[config.mk]
export PLATFORM = sky130hd
export DESIGN_NAME = simd_lane_unpacker
export DESIGN_NICKNAME = d
export VERILOG_FILES = /design/src/rtl/simd_pkg.sv /design/src/rtl/simd_lane_extract.sv /design/src/rtl/simd_lane_unpacker.sv
export SDC_FILE = /design/constraint.sdc
export NUM_CORES = 1
export LEC_CHECK = 0
export ABC_CLOCK_PERIOD_IN_PS = 2400
export CAP_MARGIN = 0
export CORE_ASPECT_RATIO = 0.9
export CORE_MARGIN = 4
export CORE_UTILIZATION = 50
export DETAILED_ROUTE_END_ITERATION = 7
export MAX_ROUTING_LAYER = met4
export PLACE_DENSITY_LB_ADDON = 0.2
export SYNTH_ARGS = -nofsm -noshare
export SYNTH_HDL_FRONTEND = slang
export SYNTH_SLANG_ARGS = --single-unit
[constraint.sdc]
create_clock -name clk -period 2.4 [get_ports clk]
set_input_delay 0.48 -clock clk [delete_from_list [all_inputs] [get_ports clk]]
set_output_delay 0.48 -clock clk [all_outputs]
set_load 0.02 [all_outputs]
[src/rtl/simd_pkg.sv]
// Shared definitions for the SIMD lane unpacker: width encodings, lane counts
// and datapath sizing.
package simd_pkg;

  localparam int DATA_W     = 32;
  localparam int BYTE_LANES = DATA_W / 8;

  localparam logic [1:0] W8  = 2'b00;
  localparam logic [1:0] W16 = 2'b01;
  localparam logic [1:0] W32 = 2'b10;

  typedef enum logic {
    IDLE,
    EMIT
  } state_e;

  // Width code 11 falls into the default branch and behaves as 32-bit.
  function automatic logic [2:0] lane_count(input logic [1:0] width);
    case (width)
      W8:      return 3'd4;
      W16:     return 3'd2;
      default: return 3'd1;
    endcase
  endfunction

endpackage

[src/rtl/simd_lane_extract.sv]
// Combinational lane selector: picks one logical lane out of a packed word,
// extends it to 32 bits and reports its saturation and last-lane flags.
module simd_lane_extract
  import simd_pkg::*;
(
  input  logic [DATA_W-1:0]     data_i,
  input  logic [1:0]            width_i,
  input  logic [1:0]            lane_i,
  input  logic                  signed_i,
  input  logic [BYTE_LANES-1:0] sat_i,
  output logic [DATA_W-1:0]     value_o,
  output logic                  sat_o,
  output logic                  last_o
);

  logic [7:0]  byte_v;
  logic [15:0] half_v;

  always_comb begin
    byte_v  = data_i[{lane_i, 3'b000} +: 8];
    half_v  = data_i[{lane_i[0], 4'b0000} +: 16];
    value_o = data_i;
    sat_o   = |sat_i;
    last_o  = ({1'b0, lane_i} == (lane_count(width_i) - 3'd1));
    case (width_i)
      W8: begin
        value_o = {{24{signed_i & byte_v[7]}}, byte_v};
        sat_o   = sat_i[lane_i];
      end
      W16: begin
        value_o = {{16{signed_i & half_v[15]}}, half_v};
        sat_o   = lane_i[0] ? (|sat_i[3:2]) : (|sat_i[1:0]);
      end
      default: ;
    endcase
  end

endmodule

[src/rtl/simd_lane_unpacker.sv]
// Splits one packed SIMD adder result into per-lane extended words on a
// valid/ready stream and tracks sticky per-byte saturation.
module simd_lane_unpacker
  import simd_pkg::*;
#(
  parameter int DATA_W     = simd_pkg::DATA_W,
  parameter int BYTE_LANES = simd_pkg::BYTE_LANES
) (
  input  logic                  clk,
  input  logic                  rst_n,
  input  logic                  in_valid,
  output logic                  in_ready,
  input  logic [DATA_W-1:0]     in_data,
  input  logic [1:0]            in_width,
  input  logic                  in_signed,
  input  logic [BYTE_LANES-1:0] in_sat_enable,
  output logic                  out_valid,
  input  logic                  out_ready,
  output logic [DATA_W-1:0]     out_data,
  output logic [1:0]            out_lane,
  output logic                  out_last,
  output logic                  out_sat,
  input  logic                  clr_sticky,
  output logic [BYTE_LANES-1:0] sticky_sat
);

  state_e                state_q, state_d;
  logic [DATA_W-1:0]     data_q, data_d;
  logic [1:0]            width_q, width_d;
  logic                  signed_q, signed_d;
  logic [BYTE_LANES-1:0] sat_q, sat_d;
  logic [1:0]            lane_q, lane_d;
  logic [BYTE_LANES-1:0] sticky_q, sticky_d;

  logic                  out_valid_q, out_last_q, out_sat_q;
  logic [DATA_W-1:0]     out_data_q;
  logic [1:0]            out_lane_q;

  logic                  accept, advance;
  logic [DATA_W-1:0]     ext_value;
  logic                  ext_sat, ext_last;

  assign in_ready = (state_q == IDLE) || (state_q == EMIT && out_last_q && out_ready);
  assign accept   = in_valid && in_ready;
  assign advance  = out_valid_q && out_ready;

  // A new word always wins over advancing: in_ready only opens in EMIT when
  // the last lane is leaving, so the reload replaces the IDLE transition.
  always_comb begin
    state_d  = state_q;
    data_d   = data_q;
    width_d  = width_q;
    signed_d = signed_q;
    sat_d    = sat_q;
    lane_d   = lane_q;
    sticky_d = clr_sticky ? '0 : sticky_q;
    if (accept) begin
      state_d  = EMIT;
      data_d   = in_data;
      width_d  = in_width;
      signed_d = in_signed;
      sat_d    = in_sat_enable;
      lane_d   = 2'd0;
      sticky_d = sticky_d | in_sat_enable;
    end else if (advance) begin
      if (out_last_q) state_d = IDLE;
      else            lane_d  = lane_q + 2'd1;
    end
  end

  // The extractor looks at next-state values so the lane outputs can be
  // registered and still appear the cycle after accept or advance.
  simd_lane_extract u_extract (
    .data_i   (data_d),
    .width_i  (width_d),
    .lane_i   (lane_d),
    .signed_i (signed_d),
    .sat_i    (sat_d),
    .value_o  (ext_value),
    .sat_o    (ext_sat),
    .last_o   (ext_last)
  );

  always_ff @(posedge clk or negedge rst_n) begin
    if (!rst_n) begin
      state_q     <= IDLE;
      data_q      <= '0;
      width_q     <= W8;
      signed_q    <= 1'b0;
      sat_q       <= '0;
      lane_q      <= 2'd0;
      sticky_q    <= '0;
      out_valid_q <= 1'b0;
      out_data_q  <= '0;
      out_lane_q  <= 2'd0;
      out_last_q  <= 1'b0;
      out_sat_q   <= 1'b0;
    end else begin
      state_q     <= state_d;
      data_q      <= data_d;
      width_q     <= width_d;
      signed_q    <= signed_d;
      sat_q       <= sat_d;
      lane_q      <= lane_d;
      sticky_q    <= sticky_d;
      out_valid_q <= (state_d == EMIT);
      out_data_q  <= (state_d == EMIT) ? ext_value : '0;
      out_lane_q  <= (state_d == EMIT) ? lane_d : 2'd0;
      out_last_q  <= (state_d == EMIT) && ext_last;
      out_sat_q   <= (state_d == EMIT) && ext_sat;
    end
  end

  assign out_valid  = out_valid_q;
  assign out_data   = out_data_q;
  assign out_lane   = out_lane_q;
  assign out_last   = out_last_q;
  assign out_sat    = out_sat_q;
  assign sticky_sat = sticky_q;

endmodule

## After elaboration in Yosys (flattened, before gate mapping)

Cells that the tools add are included.

| storage, ports and cells | value |
|---|---|
| flip-flop bits (word level) | 82 |
| output and inout bits | 42 |
| input port bits | 44 |
| logic and storage cells | 53 |

| cells by class | value |
|---|---|
| equal/unequal tests | 2 |
| shift-type cells | 2 |
| $add $sub $neg | 2 |
| reductions and logical operators | 11 |
| order comparisons | 1 |
| mux-type cells | 20 |
| bitwise gates (word level) | 4 |

Operators with widths:

| cell | count |
|---|---|
| 2-to-1 mux 32 bit | 2 |
| case mux 32 bit (2 select lines) | 1 |
| indexed part select 32 x 6 -> 16 bit | 1 |
| indexed part select 32 x 6 -> 8 bit | 1 |
| 2-to-1 mux 4 bit | 3 |
| 2-to-1 mux 2 bit | 5 |
| logical AND 1 bit | 6 |
| 2-to-1 mux 1 bit | 6 |
| case mux 3 bit (2 select lines) | 1 |
| bitwise OR 4 bit | 1 |
| OR reduction 2 bit | 2 |
| OR reduction 4 bit | 1 |
| == test 2 x 3 -> 1 bit | 1 |
| less-than comparator 2 x 3 -> 1 bit (second input constant) | 1 |
| subtractor 3 x 1 -> 3 bit (second input constant) | 1 |
| adder 2 x 1 -> 2 bit (second input constant) | 1 |
| AND 1 bit | 2 |
| binary-select mux 1 bit (select 2 bit) | 1 |
| == test 2 x 1 -> 1 bit (second input constant) | 1 |
| logical NOT 2 bit | 1 |
| case mux 1 bit (2 select lines) | 1 |
| logical OR 1 bit | 1 |
| inverter 1 bit | 1 |

## Logic depth before layout (Yosys ltp)

| depth | value |
|---|---|
| depth in word-level cells | 10 |
| depth in mapped cells | 11 |
| gate-level depth less buffers | 9 |

## By module

Synthesis repeated with hierarchy kept, for this count alone.

| second synthesis, totals | value |
|---|---|
| cells, all modules | 332 |
| area, all modules | 3,925.0 um^2 |

Modules (own cells, without submodules):

| module | times used | sequential area each (um^2) | cells an instance | area an instance (um^2) |
|---|---|---|---|---|
| simd_lane_unpacker | 1 | 2,052.0 | 190 | 2,937.8 |
| simd_lane_extract | 1 | 0.0 | 142 | 987.2 |

## Worst setup path before layout

Ideal clock, no wire load.

| path | value |
|---|---|
| kind | reg2reg |
| start point | register out_last_q, in the netlist out_last |
| end point | register out_data_q[26], in the netlist out_data[26] |
| library setup time | 0.077 ns |
| stages on the path, launching flop included | 10 |
| period minus slack after synthesis | 2.209 ns |
| setup slack | 0.191 ns |
| arrival | 2.132 ns |
| data required time | 2.323 ns |
| path buffers | 3 |
| cell sequence | dfrtp_1 > buf_6 > and3_4 > o32a_1 > buf_6 > or2_1 > o31ai_4 > buf_4 > o21ai_0 > o21ai_1 |

| between the ends | value |
|---|---|
| word-level cells in the longest chain between the ends | 9 |
| elaborated cells on any way between the ends | 21 |
| those cells by class | eq/ne (1); shift (2); mux (11); bitwise (2); reduce/logical (5) |

Ends and longest elaborated chain:

| what | RTL line | text |
|---|---|---|
| start, declared | simd_lane_unpacker.sv:35 | `logic out_valid_q, out_last_q, out_sat_q;` |
| start signal, assigned | simd_lane_unpacker.sv:109 | `out_last_q <= (state_d == EMIT) && ext_last;` |
| logical AND 1 bit (2 in a row) | simd_lane_unpacker.sv:43 | `assign in_ready = (state_q == IDLE) \|\| (state_q == EMIT && out_last_q && out_ready);` |
| logical OR 1 bit | simd_lane_unpacker.sv:43 |  |
| logical AND 1 bit | simd_lane_unpacker.sv:44 | `assign accept = in_valid && in_ready;` |
| 2-to-1 mux 32 bit or 2-to-1 mux 2 bit (tied branches) | simd_lane_unpacker.sv:57 | `if (accept) begin` |
| indexed part select 32 x 6 -> 16 bit or indexed part select 32 x 6 -> 8 bit (tied branches) | simd_lane_extract.sv:21, simd_lane_extract.sv:20 |  |
| AND 1 bit, on equally long branches | simd_lane_extract.sv:31, simd_lane_extract.sv:27 |  |
| case mux 32 bit (2 select lines) | simd_lane_extract.sv:25 | `case (width_i)` |
| 2-to-1 mux 32 bit (*) | simd_lane_unpacker.sv:107 | `out_data_q <= (state_d == EMIT) ? ext_value : '0;` |
| end signal, assigned | simd_lane_unpacker.sv:107 |  |
| end, declared | simd_lane_unpacker.sv:36 | `logic [DATA_W-1:0] out_data_q;` |

Every way passes the cells marked *; elsewhere a longest branch is shown, timed or not.

==> run metrics <==
Worst Path Arrival=approximately 1900 ps; Worst VDD drop=between 0.0007 and 0.0008 V; Slew @ Worst Pin=roughly 500 ps; FP Rows=30; Vias per Instance=approximately 5.6; reg2reg end=out_data[13]; minimum clock period=~2300 ps; max cap viols=0; area grow syn2layout=45.8%; CTS tree=built; crit path max-delay cell type=clkdlybuf4s50_1; Bufs on Longest Clock Path=2; initial DRC count=roughly 300; grt total ovfl=0; Yosys cell types=51; worst reg2reg startpoint=out_valid; CP max stage delay=roughly 530 ps; DIE WIDTH=approximately 100 um; Post-synth top flop=dfrtp_1; clock latency on the worst-skew pair=340 ps; most frequent cells in the layout=82 x clkdlybuf4s50_1, 80 x dfrtp_1, 72 x buf_4, 50 x o21ai_0, 35 x inv_1; dpl hpwl=7650 um; Synth Net Count=411; register share of total power=a little over a quarter; switching fraction of total power=about two fifths; Core ar.=0.00751 mm^2; Wirelength per Cell=roughly 18 um; DRC Markers=0; critical path peak fanout=8; delay-heaviest family, CP=buffers and inverters; flop-to-flop setup slack=roughly 70 ps; max-slew violations=0; Synth Register Bits=82; Finished Layout Cells=approximately 620; GRT Resource Usage Total=between 20% and 30%; Psw=0.00341 W; first-pass GRT wire length=between 15000 and 20000 um; Initial DRT Pass Iterations=5; final hold slack=approximately 100 ps; Max Clock Skew=9.11 ps; initial core utilization=51.3%; Ys Warns=0; CTS sink cnt=a little over 80; post-layout util=around three quarters; io pins=86; crit path capture=in_ready; Hold Path Class=input pin to asynchronous set/reset pin; required time of the critical path=1920 ps; antenna fix cells=0; Critical Setup Path Class=register to output port; total CTS buffers=9; Critical Path End Type=output port; Cells after Synth=~370; hold buffer count at cts=0; ys async rst share=100%; cell count of the worst reg-to-reg path=8; DIE HEIGHT=between 90 and 100 um; cells along the critical path=a21boi_4 > inv_2 > buf_4 > clkdlybuf4s50_1; Reg clk slew, reported paths=around 80 ps; final setup vio count=0; status=finished, final reports clean; CTS Root Cell=clkbuf_8; leakage power=2.52 nW; synthesized area=between 0.003 and 0.004 mm^2; vias in the first global route=3624; crit path buf inv count=3; Power Dens Cells=about 1500 mW/mm^2; Slew HR=66.5%; H-tree Lvls=3; combinational share of power=59.1%; Seq/Total Area, Yosys=a little over half; I/O Buffers=85; clock power share=between 10% and 20%; initial antenna violation count=0; minimum setup slack in the final design=63.9 ps; most common cell after layout, fill and taps aside=clkdlybuf4s50_1; dpl ws=-492 ps; Max Clock Freq=428 MHz; fill count=roughly 530; Die Area=just over 0.009 mm^2; share of layout cells above drive strength 1=25.0%; P_int=0.00505 W; Vias=around 3500; CP Launch Type=register; CP Launch Point=out_valid; routability cong.=0.903; dpl cells=597; number of enable flip-flop cells after synthesis=0; average size of a mapped cell=roughly 11 um^2; Final #Nets=~560; Antenna Nets Post-Route=0; DRT Wirelength=10900 um; Tcrit/Tclk final=a little over nine tenths; cell count along the critical path=4; Final Hold Violating Endpoints=0; largest net degree at the start of global routing=44
## layer usage
metal	GRT usage, %	routed length (um)	part of all wire, %
met1	35.5	4700	43
met2	38.2	5150	47
met3	3.84	857	7.9
met4	9.09	187	1.7
met5	-	0	0
## synth_stat cells, types with 7 or more instances
| library cell | count | area share, % |
|---|---|---|
| nor2_1 | 7 | 0.68 |
| clkbuf_1 | 7 | 0.68 |
| dfrtp_1 | 82 | 53 |
| o21ai_1 | 15 | 1.9 |
| a21oi_1 | 14 | 1.8 |
| nand2_1 | 32 | 3.1 |
| a31oi_1 | 7 | 1.1 |
| o21ai_0 | 50 | 6.5 |
| nor3_1 | 7 | 0.91 |
| buf_2 | 7 | 0.91 |
| mux2_2 | 10 | 2.9 |
| inv_1 | 35 | 3.4 |
| mux2i_1 | 22 | 5.7 |
## registers in the layout, indices dropped and copies added (netlist names), 2 cells and up
name        cells
sticky_sat      4
sat_q           4
data_q         32
width_q         2
out_data       32
lane_q          2
out_lane        2
## worst min path at each step
stage	start	to	slack, ps	cells after the start
global placement	rst_n	sticky_sat[2]	480	1
floorplan	rst_n	data_q[0]	180	0
global route	rst_n	out_data[5]	130	1
finish	rst_n	sticky_sat[2]	100	1
detailed placement	rst_n	sticky_sat[2]	490	1
CTS	rst_n	data_q[4]	120	1
## per-stage QoR
stage          total power, W  cell area [um^2]  setup TNS (ps)
6_report              0.00847              5620               0
5_1_grt               0.00902              5620           -28.0
2_1_floorplan         0.00493              3850               0
4_1_cts               0.00833              5550            -133
3_3_place_gp          0.00695              5290          -12360
3_5_place_dp          0.00707              5290          -13270
## power by group through the flow
| stage | registers (W) | logic, W | clock network (W) |
|---|---|---|---|
| 2_1_floorplan | 0.00262 | 0.00231 | 0 |
| 3_3_place_gp | 0.00230 | 0.00465 | 0 |
| 3_5_place_dp | 0.00230 | 0.00477 | 0 |
| 4_1_cts | 0.00229 | 0.00486 | 0.00118 |
| 5_1_grt | 0.00237 | 0.00541 | 0.00124 |
| 6_report | 0.00229 | 0.00501 | 0.00116 |
## what timing repair did
item                                    4_1_cts  5_1_grt
gates resized for setup                       4       10
setup buffers                                 2        4
pin swaps                                     1        3
endpoints found under the setup margin       29       14
## logic make-up (layout without fill, tap and decap cells)
logic type | count (synthesis) | in the layout | share of synthesized area [%]
AOI/OAI and AO/OA | 122 | 122 | 21.6
xor gates and xnor gates | 1 | 1 | 0.227
buffers and inverters | 61 | 217 | 7.04
DFF | 82 | 82 | 53.2
muxes | 32 | 32 | 8.63
and+or+nand+nor | 69 | 69 | 9.25
## cell type report
cell class / instances / area [um^2] / share of cell area [%]
Sequential cell: 82 / 2050 / 36.5
Multi-Input combinational cell: 224 / 1580 / 28.1
Timing Repair Buffer: 161 / 1480 / 26.4
Inverter: 40 / 150 / 2.67
Clock buffer: 11 / 131 / 2.34
Tap cell: 96 / 120 / 2.14
Clock inverter: 5 / 103 / 1.83
No activity file was read; power rests on OpenSTA's default activity.
==> edit 1 (same settings) <==
Make the reset (`rst_n`) synchronous in one clocked block.
--- a/src/rtl/simd_lane_unpacker.sv
+++ b/src/rtl/simd_lane_unpacker.sv
@@ -81,7 +81,7 @@
     .last_o   (ext_last)
   );
 
-  always_ff @(posedge clk or negedge rst_n) begin
+  always_ff @(posedge clk) begin
     if (!rst_n) begin
       state_q     <= IDLE;
       data_q      <= '0;
Check against the original RTL: differs if rst_n is asserted again (counterexample within 4 cycles, from zero or initial values and one cycle with rst_n low); with rst_n held inactive, the same outputs for 10 cycles.
==> edit 1 against the unedited design <==
Final area down 4.2%; setup slack better by 0.024 ns; routed wire length up 1.8%; maximum frequency up 1.1%; clock skew about the same; sequential share of layout area down 6.1 points; sequential cell count unchanged; count of clock-buffer cells in the layout down 2; area after synthesis down 5.3%; critical path depth up 5; largest cell class is now multi-input gates.
Power is not compared: it rests on default switching activity, and its combinational part moved more than twofold at a synthesized area within 25%.
==> edit 1: results (changes against the unedited design) <==
- Status: completed
- M3 GR Usage: 7.02% (+3.2 points)
- Post-synthesis mux area share: 9.94% (+1.3 points)
- Final HPWL DP: 8100 um (+5.9%)
- CP endpoint: out_data[5]
- Arr. time, crit path: 2.54 ns (+0.68 ns)
- Synth top area share: 45.0% (-8.3 points)
- M2 GR Usage: 42.6% (+4.3 points)
- Cell count of the worst hold path: 2
- Crit path largest cell delay: 0.56 ns (+0.03 ns)
- Syn_nets: 445 (+8.3%)
- Drt first-iter violations: 311 (+3.0%)
- Synth Area in Compound Gates: 20.0% (-1.6 points)
- Largest net degree at the start of global routing: 46 (+4.5%)
- Hold_sp: sticky_sat[1]
- Placed Cells: 632 (+5.9%)
- Final Net Count: 594 (+5.7%)
- Post-CTS Resized: 1 (-3)
- HP Class: flop to flop
- Top cells by count, synth: dfxtp_1 (82), nor2b_1 (39), a21oi_1 (35)
- Met1 Routed Length: 4850 um (+3.1%)
- Area contributors post-synth: dfxtp_1 (45%), mux2i_1 (9.3%), nor2b_1 (6.7%)
- Setup WS pre-CTS: -0.319 ns (+0.173 ns)
- Cell Area, Placed: 5150 um2 (-2.6%)
- Initial antenna violation count: 0 (unchanged)
- Clock insertion delay at the later pin of the skew report: 0.36 ns (+0.02 ns)
- Global-route wire length before repair: 17500 um (-2.5%)
- Finished Layout Cells: 648 (+4.7%)
- GP Congestion: 0.882 (-2.3%)
- M1 GR Usage: 32.3% (-3.2 points)
- Met2 WL: 5250 um (+1.9%)
- Post-Route Skew: 0.00874 ns (-0.000371 ns)
- Share of layout cells above drive strength 1: 22.7% (-2.3 points)
- Worst Path Max Fanout: 7 (-1)
- Max Fclk: 433 MHz (+1.1%)
- Yosys cell types: 49 (-3.9%)
- Overall Global Routing Usage: 26.1% (+0.60 points)
- Async set-reset flop share out of synthesis: 0% (-100 points)
- Final wirelength: 11100 um (+1.8%)
- Post-synthesis sequential area ratio: 45.0% (-8.3 points)
- R2R setup slack: 0.23 ns (+0.16 ns)
- Hold WS: 0.485 ns (+0.384 ns)
- Avg Cell Area, Syn: 9.10 um2 (-13%)
- Reg2Reg Depth: 7 (-1)
- RR Startpoint: out_last
- Crit path launch: out_ready
- Metal3 WL: 889 um (+3.7%)
- Worst-Margin Slew: 0.454 ns (-0.0479 ns)
- Post-synthesis xor/xnor area fraction: 0% (-0.23 points)
- Vias in the first global route: 3590 (-0.94%)
- Drt via density: 5.58 (-0.20%)
-- edit 1: changes by cell type after synthesis, sizes merged, moves of 11 or more --
| cell | delta |
|---|---|
| mux2i | +12 |
| o21ai | -44 |
| nor2b | +38 |
| dfxtp | +82 |
| or2 | +13 |
| a21oi | +20 |
| dfrtp | -82 |
| nand3 | +12 |
| inv | -32 |
| clkbuf | +11 |
-- edit 1: cell type report --
class / instances / area, um2
clock buffer: 9 / 124
clock inverter: 7 / 101
timing repair buffer: 165 / 1480
tap: 93 / 116
inverter: 8 / 30.0
fill: 530 / 1690
sequential: 82 / 1640
multi-input combinational: 284 / 1900
-- edit 1: where the power goes --
part / internal (mW) / switching, mW
logic: 0.408 / 0.411
clock network: 0.592 / 0.519
registers: 1.44 / 0.0332
-- edit 1: critical path, delay by kind of cell --
| kind | cells | cell delay, ns |
|---|---|---|
| buffers and inverters | 3 | 0.89 |
| AOI/OAI and AO/OA | 6 | 1.18 |
==> edit 2 (same flow settings) <==
Made on the original files. `data_q` no longer has a reset.
--- a/src/rtl/simd_lane_unpacker.sv
+++ b/src/rtl/simd_lane_unpacker.sv
@@ -84,7 +84,6 @@
   always_ff @(posedge clk or negedge rst_n) begin
     if (!rst_n) begin
       state_q     <= IDLE;
-      data_q      <= '0;
       width_q     <= W8;
       signed_q    <= 1'b0;
       sat_q       <= '0;
@@ -97,7 +96,6 @@
       out_sat_q   <= 1'b0;
     end else begin
       state_q     <= state_d;
-      data_q      <= data_d;
       width_q     <= width_d;
       signed_q    <= signed_d;
       sat_q       <= sat_d;
@@ -111,6 +109,10 @@
     end
   end
 
+  always_ff @(posedge clk) begin
+    data_q <= data_d;
+  end
+
   assign out_valid  = out_valid_q;
   assign out_data   = out_data_q;
   assign out_lane   = out_lane_q;
Check against the original RTL: same outputs for any inputs over 10 cycles, from zero or initial values and one cycle with rst_n low; that may be too few to reach the edited logic, so the function may still have changed.
==> edit 2 against the unedited design <==
Area after synthesis is 4.2% lower; largest power group unchanged; clock power decreased by 20%; clock skew decreased by 0.0020 ns; count of clock-buffer cells in the layout grew 1; first-iteration DRC count decreased by 17%; final area fell by 4.9%; routed wire length shrank 3.1%; final cell count fell by 1.6%; setup slack about the same; sequential cell count unchanged; power fell by 4.4%; worst hold slack improved by 0.035 ns.
==> edit 2: results (changes against the unedited design) <==
- Status: completed
- Vias in the first global route: 3420 (-5.6%)
- Reg2Reg Depth: 8 (unchanged)
- Syn_nets: 411 (unchanged)
- Synth Area in Compound Gates: 22.6% (+0.94 points)
- Post-synthesis sequential area ratio: 51.2% (-2.0 points)
- Post-Route Skew: 0.00708 ns (-0.00204 ns)
- Avg Cell Area, Syn: 10.1 um2 (-4.2%)
- Post-synthesis mux area share: 9.01% (+0.37 points)
- Worst Path Max Fanout: 9 (+1)
- Final wirelength: 10600 um (-3.1%)
- H-tree depth: 3 (unchanged)
- Cell Area, Placed: 5070 um2 (-4.2%)
- Area contributors post-synth: dfrtp_1 (34%), dfxtp_1 (17%), o21ai_0 (6.8%)
- Routed len/inst: 17.3 um (-1.5%)
- Drt via density: 5.58 (about the same)
- Clock Root Buffer: clkbuf_8
- Global-route wire length before repair: 16500 um (-8.0%)
- Clk slew on worst S/H paths: 0.08 ns (about the same)
- P_sw: 3.37 mW (-1.4%)
- Num CTS Buffers: 9 (unchanged)
- Overall Global Routing Usage: 25.1% (-0.44 points)
- Final Net Count: 555 (-1.2%)
- YS warnings: 0 (unchanged)
- Clock insertion delay at the later pin of the skew report: 0.36 ns (+0.02 ns)
- Worst-Margin Slew: 0.630 ns (+0.128 ns)
- Port bufs: 85 (unchanged)
- Post-synthesis xor/xnor area fraction: 0.237% (+0.0098 points)
- Adder-Cell Fraction of Synth Area: 0% (unchanged)
- Largest net degree at the start of global routing: 27 (-39%)
- Max clock buf depth: 2 (unchanged)
- # diodes: 0 (unchanged)
- Peak VDD IR: 0.770 mV (+1.5%)
- Async set-reset flop share out of synthesis: 61.0% (-39 points)
- Leak pwr: 2.35 nW (-6.6%)
- Layout fillers: 523 (-0.57%)
- Arr. time, crit path: 1.86 ns (about the same)
- Drt first-iter violations: 252 (-17%)
- Yosys cell types: 52 (+2.0%)
- Top cells by count, synth: dfrtp_1 (50), o21ai_0 (50), inv_1 (35)
- HP Class: input pin to asynchronous set/reset pin
- Placed Cells: 588 (-1.5%)
- Comb pwr share: 60.0% (+0.9 points)
- Final HPWL DP: 7480 um (-2.1%)
- GP Congestion: 0.896 (-0.74%)
- Initial antenna violation count: 0 (unchanged)
- Share of layout cells above drive strength 1: 24.4% (-0.63 points)
- DRT Pass-1 Iters: 5 (unchanged)
edit 2: kinds of logic after synthesis:
family                    after synthesis
DFF                                    82
xor gates and xnor gates                1
AOI/OAI and AO/OA                     122
and+or+nand+nor                        69
muxes                                  32
buffers and inverters                  61
edit 2: power groups by stage:
stage          clock network (mW)  logic, mW  registers (mW)
2_1_floorplan                   0       2.31            2.63
3_3_place_gp                    0       4.51            2.30
3_5_place_dp                    0       4.62            2.32
4_1_cts                     0.940       4.72            2.31
5_1_grt                     0.986       5.22            2.37
6_report                    0.932       4.85            2.31
edit 2: through the flow:
step / setup WS (ns) / hold slack, ns / power, mW / util, % / setup TNS, ns
3_3_place_gp: -0.462 / 0.445 / 6.81 / 71.2 / -13.26
2_1_floorplan: 0.191 / 0.184 / 4.94 / - / 0
4_1_cts: 0.0275 / 0.144 / 7.97 / 74.4 / 0
5_1_grt: 0.00349 / 0.183 / 8.57 / 75.1 / 0
3_5_place_dp: -0.578 / 0.446 / 6.94 / 71.2 / -15.76
6_report: 0.0638 / 0.135 / 8.09 / 75.1 / 0
edit 2: critical path: stages, from the launching register on:
cell             delay (ns)
dfrtp_2                0.49
a21boi_4               0.26
inv_2                  0.09
buf_4                  0.14
clkdlybuf4s50_1        0.53
edit 2: layout make-up:
type	instances	area, um2	area share, %
Inverter	40	150	2.81
Timing Repair Buffer	154	1430	26.7
Tap cell	93	116	2.18
Multi-Input combinational cell	224	1570	29.5
Clock inverter	4	26.3	0.492
Clock buffer	12	155	2.90
Sequential cell	82	1890	35.4
edit 2: metal layers:
metal | routed length, um | GRT usage [%]
met2 | 5440 | 43.4
met4 | 265 | 11.0
met1 | 4190 | 29.7
met5 | 0 | -
met3 | 669 | 3.43
edit 2: final timing paths:
check / from / to / slack, ns
max in group asynchronous: rst_n / out_data[4] / 1.70
max reg2reg: out_valid / out_data[2] / 0.13
max: out_last / in_ready / 0.06
min in group clk: data_q[15] / data_q[15] / 0.46
min: rst_n / out_data[20] / 0.14
min reg2reg: data_q[15] / data_q[15] / 0.46
edit 2: repair_timing:
item                                    4_1_cts  5_1_grt
hold buffers                                  0        0
endpoints found under the setup margin       30       25
buffers inserted                              3        2
pin swaps                                     1        4
gates resized for setup                       4       11
